--- src/rtl/mul_writeback_unit_pkg.sv ---
// Shared constants and state encoding for the shift-add multiplier
// and its register-file writeback sequencer.
package mul_writeback_unit_pkg;
    localparam int WIDTH      = 24;
    localparam int REG_ADDR_W = 4;
    localparam int CNT_W      = $clog2(WIDTH);

    localparam logic [REG_ADDR_W-1:0] REG_ZERO = 4'b0000;

    localparam logic [1:0] ST_IDLE  = 2'd0;
    localparam logic [1:0] ST_MUL   = 2'd1;
    localparam logic [1:0] ST_WR_LO = 2'd2;
    localparam logic [1:0] ST_WR_HI = 2'd3;

    typedef enum logic [1:0] {
        S_IDLE  = ST_IDLE,
        S_MUL   = ST_MUL,
        S_WR_LO = ST_WR_LO,
        S_WR_HI = ST_WR_HI
    } state_t;
endpackage

--- src/rtl/mul_writeback_unit_if.sv ---
// Request side (Start/operands/destinations/WbStall) and register-file write side
// of the multiplier. master = the multiply unit, slave = whoever drives it.
interface mul_writeback_unit_if;
    import mul_writeback_unit_pkg::*;

    // Handshake: a request is accepted on a rising edge where Start=1 and Busy=0.
    // The write port is only driven while WbStall=0; a stalled write holds RD/WriteData.
    logic                    Start;
    logic [WIDTH-1:0]        OpA;
    logic [WIDTH-1:0]        OpB;
    logic [REG_ADDR_W-1:0]   DestLo;
    logic [REG_ADDR_W-1:0]   DestHi;
    logic                    WbStall;
    logic [REG_ADDR_W-1:0]   RD;
    logic [WIDTH-1:0]        WriteData;
    logic                    RegWrite;
    logic                    Busy;
    logic                    Done;
    logic [2*WIDTH-1:0]      MulResult;

    modport master (
        input  Start, OpA, OpB, DestLo, DestHi, WbStall,
        output RD, WriteData, RegWrite, Busy, Done, MulResult
    );

    modport slave (
        output Start, OpA, OpB, DestLo, DestHi, WbStall,
        input  RD, WriteData, RegWrite, Busy, Done, MulResult
    );
endinterface

--- src/rtl/mul_writeback_unit_shift_add_datapath.sv ---
// Shift-add accumulator: one multiplier bit per step, counter-indexed,
// with a flag marking the final step.
module shift_add_datapath
    import mul_writeback_unit_pkg::*;
(
    input  logic               i_clk,
    input  logic               i_rst,
    input  logic               i_load,
    input  logic               i_step,
    input  logic [WIDTH-1:0]   i_op_a,
    input  logic [WIDTH-1:0]   i_op_b,
    output logic [2*WIDTH-1:0] o_acc,
    output logic               o_last
);
    logic [2*WIDTH-1:0] r_mcand;
    logic [WIDTH-1:0]   r_mplier;
    logic [2*WIDTH-1:0] r_acc;
    logic [CNT_W-1:0]   r_cnt;
    logic [2*WIDTH-1:0] w_addend;

    // Partial products never exceed 2*WIDTH bits, so the sum cannot overflow.
    assign w_addend = r_mplier[r_cnt] ? (r_mcand << r_cnt) : '0;

    always_ff @(posedge i_clk) begin
        if (i_rst) begin
            r_mcand  <= '0;
            r_mplier <= '0;
            r_acc    <= '0;
            r_cnt    <= '0;
        end else if (i_load) begin
            r_mcand  <= {{WIDTH{1'b0}}, i_op_a};
            r_mplier <= i_op_b;
            r_acc    <= '0;
            r_cnt    <= '0;
        end else if (i_step) begin
            r_acc <= r_acc + w_addend;
            r_cnt <= r_cnt + 1'b1;
        end
    end

    assign o_acc  = r_acc;
    assign o_last = (r_cnt == CNT_W'(WIDTH - 1));
endmodule

--- src/rtl/mul_writeback_unit.sv ---
// 24x24 multi-cycle multiplier that writes its 48-bit product back to the
// register file as two half-word writes (low, then high), yielding to WbStall.
module mul_writeback_unit
    import mul_writeback_unit_pkg::*;
(
    input  logic                  i_clk,
    input  logic                  i_rst,
    mul_writeback_unit_if.master  bus,
    output state_t                o_state
);
    state_t                r_state;
    logic [REG_ADDR_W-1:0] r_dest_lo;
    logic [REG_ADDR_W-1:0] r_dest_hi;
    logic [2*WIDTH-1:0]    r_mul_result;
    logic [2*WIDTH-1:0]    w_acc;
    logic                  w_last;
    logic                  w_load;
    logic                  w_step;

    assign w_load = (r_state == S_IDLE) && bus.Start;
    assign w_step = (r_state == S_MUL);

    shift_add_datapath u_datapath (
        .i_clk  (i_clk),
        .i_rst  (i_rst),
        .i_load (w_load),
        .i_step (w_step),
        .i_op_a (bus.OpA),
        .i_op_b (bus.OpB),
        .o_acc  (w_acc),
        .o_last (w_last)
    );

    always_ff @(posedge i_clk) begin
        if (i_rst) begin
            r_state      <= S_IDLE;
            r_dest_lo    <= REG_ZERO;
            r_dest_hi    <= REG_ZERO;
            r_mul_result <= '0;
        end else begin
            case (r_state)
                S_IDLE: begin
                    if (bus.Start) begin
                        r_dest_lo <= bus.DestLo;
                        r_dest_hi <= bus.DestHi;
                        r_state   <= S_MUL;
                    end
                end
                S_MUL: begin
                    if (w_last) r_state <= S_WR_LO;
                end
                S_WR_LO: begin
                    if (!bus.WbStall) r_state <= S_WR_HI;
                end
                S_WR_HI: begin
                    if (!bus.WbStall) begin
                        r_mul_result <= w_acc;
                        r_state      <= S_IDLE;
                    end
                end
                default: r_state <= S_IDLE;
            endcase
        end
    end

    // Register 0 is hardwired zero: its write slot is still spent, just without an enable.
    always_comb begin
        bus.RD        = REG_ZERO;
        bus.WriteData = '0;
        bus.RegWrite  = 1'b0;
        bus.Done      = 1'b0;
        case (r_state)
            S_WR_LO: begin
                bus.RD        = r_dest_lo;
                bus.WriteData = w_acc[WIDTH-1:0];
                bus.RegWrite  = !bus.WbStall && (r_dest_lo != REG_ZERO);
            end
            S_WR_HI: begin
                bus.RD        = r_dest_hi;
                bus.WriteData = w_acc[2*WIDTH-1:WIDTH];
                bus.RegWrite  = !bus.WbStall && (r_dest_hi != REG_ZERO);
                bus.Done      = !bus.WbStall;
            end
            default: ;
        endcase
    end

    assign bus.Busy      = (r_state != S_IDLE);
    assign bus.MulResult = r_mul_result;
    assign o_state       = r_state;
endmodule

--- src/flat_wrapper.sv ---
// flat-port wrapper written by rule: the top's interface ports become plain ports
module mul_writeback_unit_flat import mul_writeback_unit_pkg::*;
  (i_clk, i_rst, o_state, bus_Start, bus_OpA, bus_OpB, bus_DestLo, bus_DestHi, bus_WbStall, bus_RD, bus_WriteData, bus_RegWrite, bus_Busy, bus_Done, bus_MulResult);
  mul_writeback_unit_if bus_i ();
  input  logic i_clk;
  input  logic i_rst;
  output state_t o_state;
  input wire logic [$bits(bus_i.Start)-1:0] bus_Start;
  input wire logic [$bits(bus_i.OpA)-1:0] bus_OpA;
  input wire logic [$bits(bus_i.OpB)-1:0] bus_OpB;
  input wire logic [$bits(bus_i.DestLo)-1:0] bus_DestLo;
  input wire logic [$bits(bus_i.DestHi)-1:0] bus_DestHi;
  input wire logic [$bits(bus_i.WbStall)-1:0] bus_WbStall;
  output wire logic [$bits(bus_i.RD)-1:0] bus_RD;
  output wire logic [$bits(bus_i.WriteData)-1:0] bus_WriteData;
  output wire logic [$bits(bus_i.RegWrite)-1:0] bus_RegWrite;
  output wire logic [$bits(bus_i.Busy)-1:0] bus_Busy;
  output wire logic [$bits(bus_i.Done)-1:0] bus_Done;
  output wire logic [$bits(bus_i.MulResult)-1:0] bus_MulResult;
  assign bus_i.Start = bus_Start;
  assign bus_i.OpA = bus_OpA;
  assign bus_i.OpB = bus_OpB;
  assign bus_i.DestLo = bus_DestLo;
  assign bus_i.DestHi = bus_DestHi;
  assign bus_i.WbStall = bus_WbStall;
  assign bus_RD = bus_i.RD;
  assign bus_WriteData = bus_i.WriteData;
  assign bus_RegWrite = bus_i.RegWrite;
  assign bus_Busy = bus_i.Busy;
  assign bus_Done = bus_i.Done;
  assign bus_MulResult = bus_i.MulResult;
  mul_writeback_unit u_core (.i_clk(i_clk), .i_rst(i_rst), .bus(bus_i), .o_state(o_state));
endmodule
--- config.mk ---
export PLATFORM = sky130hd
export DESIGN_NAME = mul_writeback_unit_flat
export DESIGN_NICKNAME = d
export VERILOG_FILES = /design/src/rtl/mul_writeback_unit_pkg.sv /design/src/rtl/mul_writeback_unit_if.sv /design/src/rtl/mul_writeback_unit_shift_add_datapath.sv /design/src/rtl/mul_writeback_unit.sv /design/src/flat_wrapper.sv
export SDC_FILE = /design/constraint.sdc
export NUM_CORES = 1
export LEC_CHECK = 0
export ABC_CLOCK_PERIOD_IN_PS = 11260
export CAP_MARGIN = 20
export CORE_ASPECT_RATIO = 0.6
export CORE_UTILIZATION = 23
export DETAILED_ROUTE_END_ITERATION = 7
export SLEW_MARGIN = 10
export SYNTH_ARGS = -nofsm -noshare
export SYNTH_HDL_FRONTEND = slang
export SYNTH_SLANG_ARGS = --single-unit
--- constraint.sdc ---
create_clock -name i_clk -period 11.26 [get_ports i_clk]
set_input_delay 2.815 -clock i_clk [delete_from_list [all_inputs] [get_ports i_clk]]
set_output_delay 2.815 -clock i_clk [all_outputs]
set_load 0.03 [all_outputs]
---- Word-level counts from Yosys, hierarchy flattened ----
Cells that the tools add are included.
word-level totals
  flip-flop bits (word level) ............. 159
  bits of input ports ..................... 60
  output and inout port bits .............. 81
  word-level logic and storage cells ...... 45
cells by class
  add/subtract/negate cells ............... 2
  order comparisons ....................... 1
  equal/unequal tests ..................... 8
  shift operators ......................... 1
  muxes and demuxes ....................... 12
  bitwise gates (word level) .............. 1
  reduce and logical (&&, ||, !) cells .... 12
operator list
  operator                                                     count
  adder 48 bit                                                 1
  two-way mux 48 bit                                           1
  one-hot mux 24 bit (2 select lines)                          1
  left shift 24 x 5 -> 48 bit                                  1
  two-way mux 2 bit                                            4
  one-hot mux 2 bit (4 select lines)                           1
  one-hot mux 4 bit (2 select lines)                           1
  nonzero test 4 bit                                           2
  less-than comparator 5 x 6 -> 1 bit (second input constant)  1
  inequality test 2 bit (second input constant)                3
  adder 5 x 1 -> 5 bit (second input constant)                 1
  binary-select mux 1 bit (select 5 bit)                       1
  equality test 5 bit (second input constant)                  1
  equality test 2 bit (second input constant)                  2
  AND reduction 2 bit                                          2
  AND reduction 4 bit                                          1
  logical AND 1 bit                                            3
  equality test 2 x 1 -> 1 bit (second input constant)         1
  logical NOT 2 bit                                            1
  two-way mux 1 bit                                            2
  inequality test 2 x 1 -> 1 bit (second input constant)       1
  one-hot mux 1 bit (2 select lines)                           1
  nonzero test 2 bit                                           1
  OR reduction 2 bit                                           1
  other kinds (2)                                              2

---- Longest topological paths before layout ----
  word-level depth ........................ 4
  gate-level depth with buffers ........... 22
  mapped depth without buffers ............ 19

---- Hierarchy ----
A second synthesis with hierarchy kept.
unflattened totals
  cell total of the unflattened synthesis .. 1288
  area, all modules ....................... 10483.8 sq um
by module, submodules not included
  module              times used  cells an instance  area an instance (sq um)  seq. area each (sq um)
  shift_add_datapath  1           982                7971.4                    2021.9
  mul_writeback_unit  1           306                2512.4                    1161.1

---- Worst setup path after synthesis ----
No wires, ideal clock.
  kind .................................... input -> output
  from .................................... input port bus_WbStall
  to ...................................... output port bus_RegWrite
  data arrival time ....................... 3549 ps
  data required time ...................... 8445 ps
  path slack .............................. 4896 ps
  stages .................................. 1
  path buffers ............................ 0
  cell sequence ........................... a211oi_1
on the way
  cells in the longest elaborated chain, start to end .. 3
  elaborated cells on any way between the ends .. 4
  those cells by class .................... 1 x mux; 3 x reduce/logical
RTL lines
  element                                      line                                                RTL
  start, declared                              flat_wrapper.sv:13                                  input wire logic [$bits(bus_i.WbStall)-1:0] bus_WbStall;
  logical NOT 1 bit *                          --
  logical AND 1 bit, on equally long branches  mul_writeback_unit.sv:81, mul_writeback_unit.sv:76
  one-hot mux 1 bit (2 select lines) *         mul_writeback_unit.sv:72                            case (r_state)
  end, declared                                flat_wrapper.sv:16                                  output wire logic [$bits(bus_i.RegWrite)-1:0] bus_RegWrite;
Mark *: on every way between the ends. The rest lies on a longest branch, timed or not.

---- Worst setup path in the final report ----
  from .................................... input port bus_WbStall
  to ...................................... output port bus_Done
on the way
  cells in the longest elaborated chain, start to end .. 2
RTL lines
  element            line                      RTL
  logical NOT 1 bit  --
  two-way mux 1 bit  mul_writeback_unit.sv:72
  end, declared      flat_wrapper.sv:18        output wire logic [$bits(bus_i.Done)-1:0] bus_Done;
Every way passes these cells.

==> metrics.md <==
| Metric | Value |
|---|---|
| Final Cycle Share | 0.739 |
| Util after Layout | 0.293 |
| # IOs | between 100 and 150 |
| Critical path type | in2out |
| Vias in the first global route | 9,632 |
| IR drop worst, VDD | about 0.00012 V |
| Hold Path Origin | u_core.bus.MulResult[32] |
| Initial antenna violation count | 0 |
| Power Density | 152 mW/mm2 |
| Row Count | 59 |
| Critical path launch point type | input pin |
| Result of the run | finished clean |
| Asr flop ratio synth | 0 |
| Hold Crit Depth | 2 |
| CTS root buffer | clkbuf_16 |
| Static Leak | around 4.7 nW |
| # diodes | 0 |
| GRT Residual Overflow | 0 |
| Most used DFF post-synth | dfxtp_1 |
| Worst r2r src | u_core.u_datapath.r_cnt[0] |
| Cts hold-fix bufs | 0 |
| Drt drc | 0 |
| Req. time, crit path | roughly 8.5 ns |
| Setup_tns | 0 ns |
| WL final | roughly 38,000 um |
| Global-route wire length before repair | 57,000 um |
| Die span in x | 276 um |
| Largest net degree at the start of global routing | 74 |
| Placed cell count | 1,983 |
| Drt pass-1 iters | 5 |
| DIE AREA | 0.0459 mm2 |
| Max-cap violations | 0 |
| I/O Buffers | 140 |
| Gate Count Post-Synth | roughly 1,300 |
| Yosys reg bits | 159 |
| Core Region | roughly 0.044 mm2 |
| Post-synthesis net count | 1,461 |
| Avg Vias per Cell | 5.05 |
| H-tree Lvls | 4 |
| Number of setup buffers added after CTS | 0 |
| TritonCTS Buffers | 17 |
| Nets | 1,539 |
| DR WL/cell | 18.6 um |
| Crit-path max FO | between 40 and 50 |
| Area Overhead vs Synth | 24.2% |
| Clk slew on worst S/H paths | about 0.06 ns |
| Worst Skew | 0.0105 ns |
| All-Layer GR Usage | 0.163 |
| Iter 0 DRT Violations | approximately 920 |
| CTS tree | yes |
| Post-synth cell types | between 70 and 80 |
| RSZ-0062 raised after global routing | false |
| Vias | 10,200 |
| Synthesized area | about 0.010 mm2 |
| Final Non-Filler Cells | between 2,000 and 2,500 |
| PnR worst setup slack | 2.94 ns |
| RR Endpoint | u_core.u_datapath.o_acc[46] |
| CTS Buffer Depth | 2 |
| Seq/Total Area, Yosys | 0.307 |
| Gpl congestion | 0.977 |
| Worst hold path class | reg2reg |
| Slew Limit Headroom | 0.321 |
| DRT antenna net count | 0 |
| Min Tclk post-route | 8.32 ns |
| Fin. Hold Viols | 0 |
| Critical Path End Type | output port |
| Worst setup path start | bus_WbStall |
| Detailed placer's ending HPWL | roughly 29,000 um |
| CTS resizes | 0 |
| CTS Sinks | 159 |
| Number of synthesized flops with an enable pin | 0 |
| DP Worst Slack | about 2.9 ns |
| Max frequency | about 120 MHz |
| Max-slew violations | 0 |
| Worst R2R Setup Slack | 5.12 ns |
| Initial Util | 0.236 |
| Reg2reg path depth | 15 |
| Hold EP | u_core.bus.MulResult[32] |
| Worst-Margin Slew | slightly above 1 ns |
| Setup violations, final | 0 |
| Arrival time at the worst endpoint | around 5.5 ns |
| Share of layout cells above drive strength 1 | 0.0695 |
| Syn avg cell area | slightly below 8 um2 |
| Yosys warns | 0 |
| Die height | 166 um |
| Clk Latency, worst-skew pair | 0.46 ns |
[Yosys cell counts, types with 22 or more instances]
cell type,instances,share of area
dfxtp_1,159,0.31
o21ai_0,57,0.028
a21oi_1,168,0.081
a211oi_1,22,0.016
mux2i_1,53,0.051
a22o_1,29,0.025
xnor2_1,23,0.019
nor2_1,127,0.046
a21o_1,29,0.021
ha_1,53,0.064
nand2_1,281,0.10
clkbuf_1,68,0.025
[layer usage]
layer	part of all wire	up-vias	GRT usage
met5	0	-	0
met4	0.020	0	0.0452
met3	0.065	40	0.0396
met2	0.42	351	0.238
met1	0.49	4880	0.236
li1	-	4918	-
[through the flow]
step	hold WS, ns	total power [mW]	cell area (um2)
3_3_place_gp	0.443	1.28	12200
4_1_cts	0.456	1.94	12800
2_1_floorplan	0.433	1.10	10400
6_report	0.455	1.95	12900
3_5_place_dp	0.446	1.29	12200
5_1_grt	0.474	2.05	12900
[cells in the final DEF, fill, tap and decap left out, types with 6 or more instances in the layout]
cell and instances:
nor2_1 127, nor3_1 11, and3_1 6, nand2_1 280, inv_6 6, mux2i_1 53, mux2_2 13, o211ai_1 8
a22o_1 29, nor4_1 7, dfxtp_1 157, xor2_1 19, clkbuf_16 17, o21ai_0 57, o31ai_1 10, buf_4 12
nor2b_1 11, o22a_1 9, nand3_1 19, mux4_2 16, nand4_1 11, and2_1 11, a21o_1 29, xnor2_1 23
inv_1 19, ha_1 52, a21oi_1 168, a211oi_1 22, clkdlybuf4s50_1 139
[report_power, final]
group          switching [mW]  internal (mW)  total (mW)  leakage (nW)
Sequential             0.0746          0.614       0.689          1.29
Combinational           0.381          0.228       0.609          3.06
Clock                   0.274          0.380       0.653         0.316
Total                   0.730           1.22        1.95          4.67
[cells by family after synthesis]
logic type,count (synthesis),share of synthesized area
AO/OA/AOI/OAI,378,0.231
multiplexers,82,0.100
buffers and inverters,113,0.0452
adder cells (fa/ha/maj),54,0.0660
AND/OR/NAND/NOR,519,0.215
flip-flops,159,0.307
XOR/XNOR,42,0.0355
[state kept, by name (all words and copies together) (netlist names)]
| name | cells |
|---|---|
| u_core.u_datapath.r_mcand | 24 |
| u_core.o_state | 2 |
| u_core.u_datapath.r_mplier | 24 |
| u_core.u_datapath.r_cnt | 5 |
| u_core.u_datapath.o_acc | 48 |
| u_core.r_dest_lo | 4 |
| u_core.r_dest_hi | 4 |
| u_core.bus.MulResult | 48 |
[how the worst max path moves through the flow]
| stage | to | cells after the start |
|---|---|---|
| global placement | bus_Done | 5 |
| floorplan | bus_RegWrite | 1 |
| global route | bus_Done | 5 |
| finish | bus_Done | 5 |
| CTS | bus_Done | 5 |
| detailed placement | bus_Done | 5 |
[critical path: stages]
cell and delay [ns]:
clkdlybuf4s50_1 0.49, nand2b_2 0.69, inv_1 0.18, buf_4 0.48, clkdlybuf4s50_1 0.80
[final cells by class]
type,instances,area (um2)
Fill cell,4764,31000
Tap cell,579,724
Clock inverter,14,223
Clock buffer,18,429
Multi-Input combinational cell,1075,6710
Sequential cell,159,3190
Timing Repair Buffer,152,1510
Inverter,20,75.1
(Power assumes the default switching activity.)
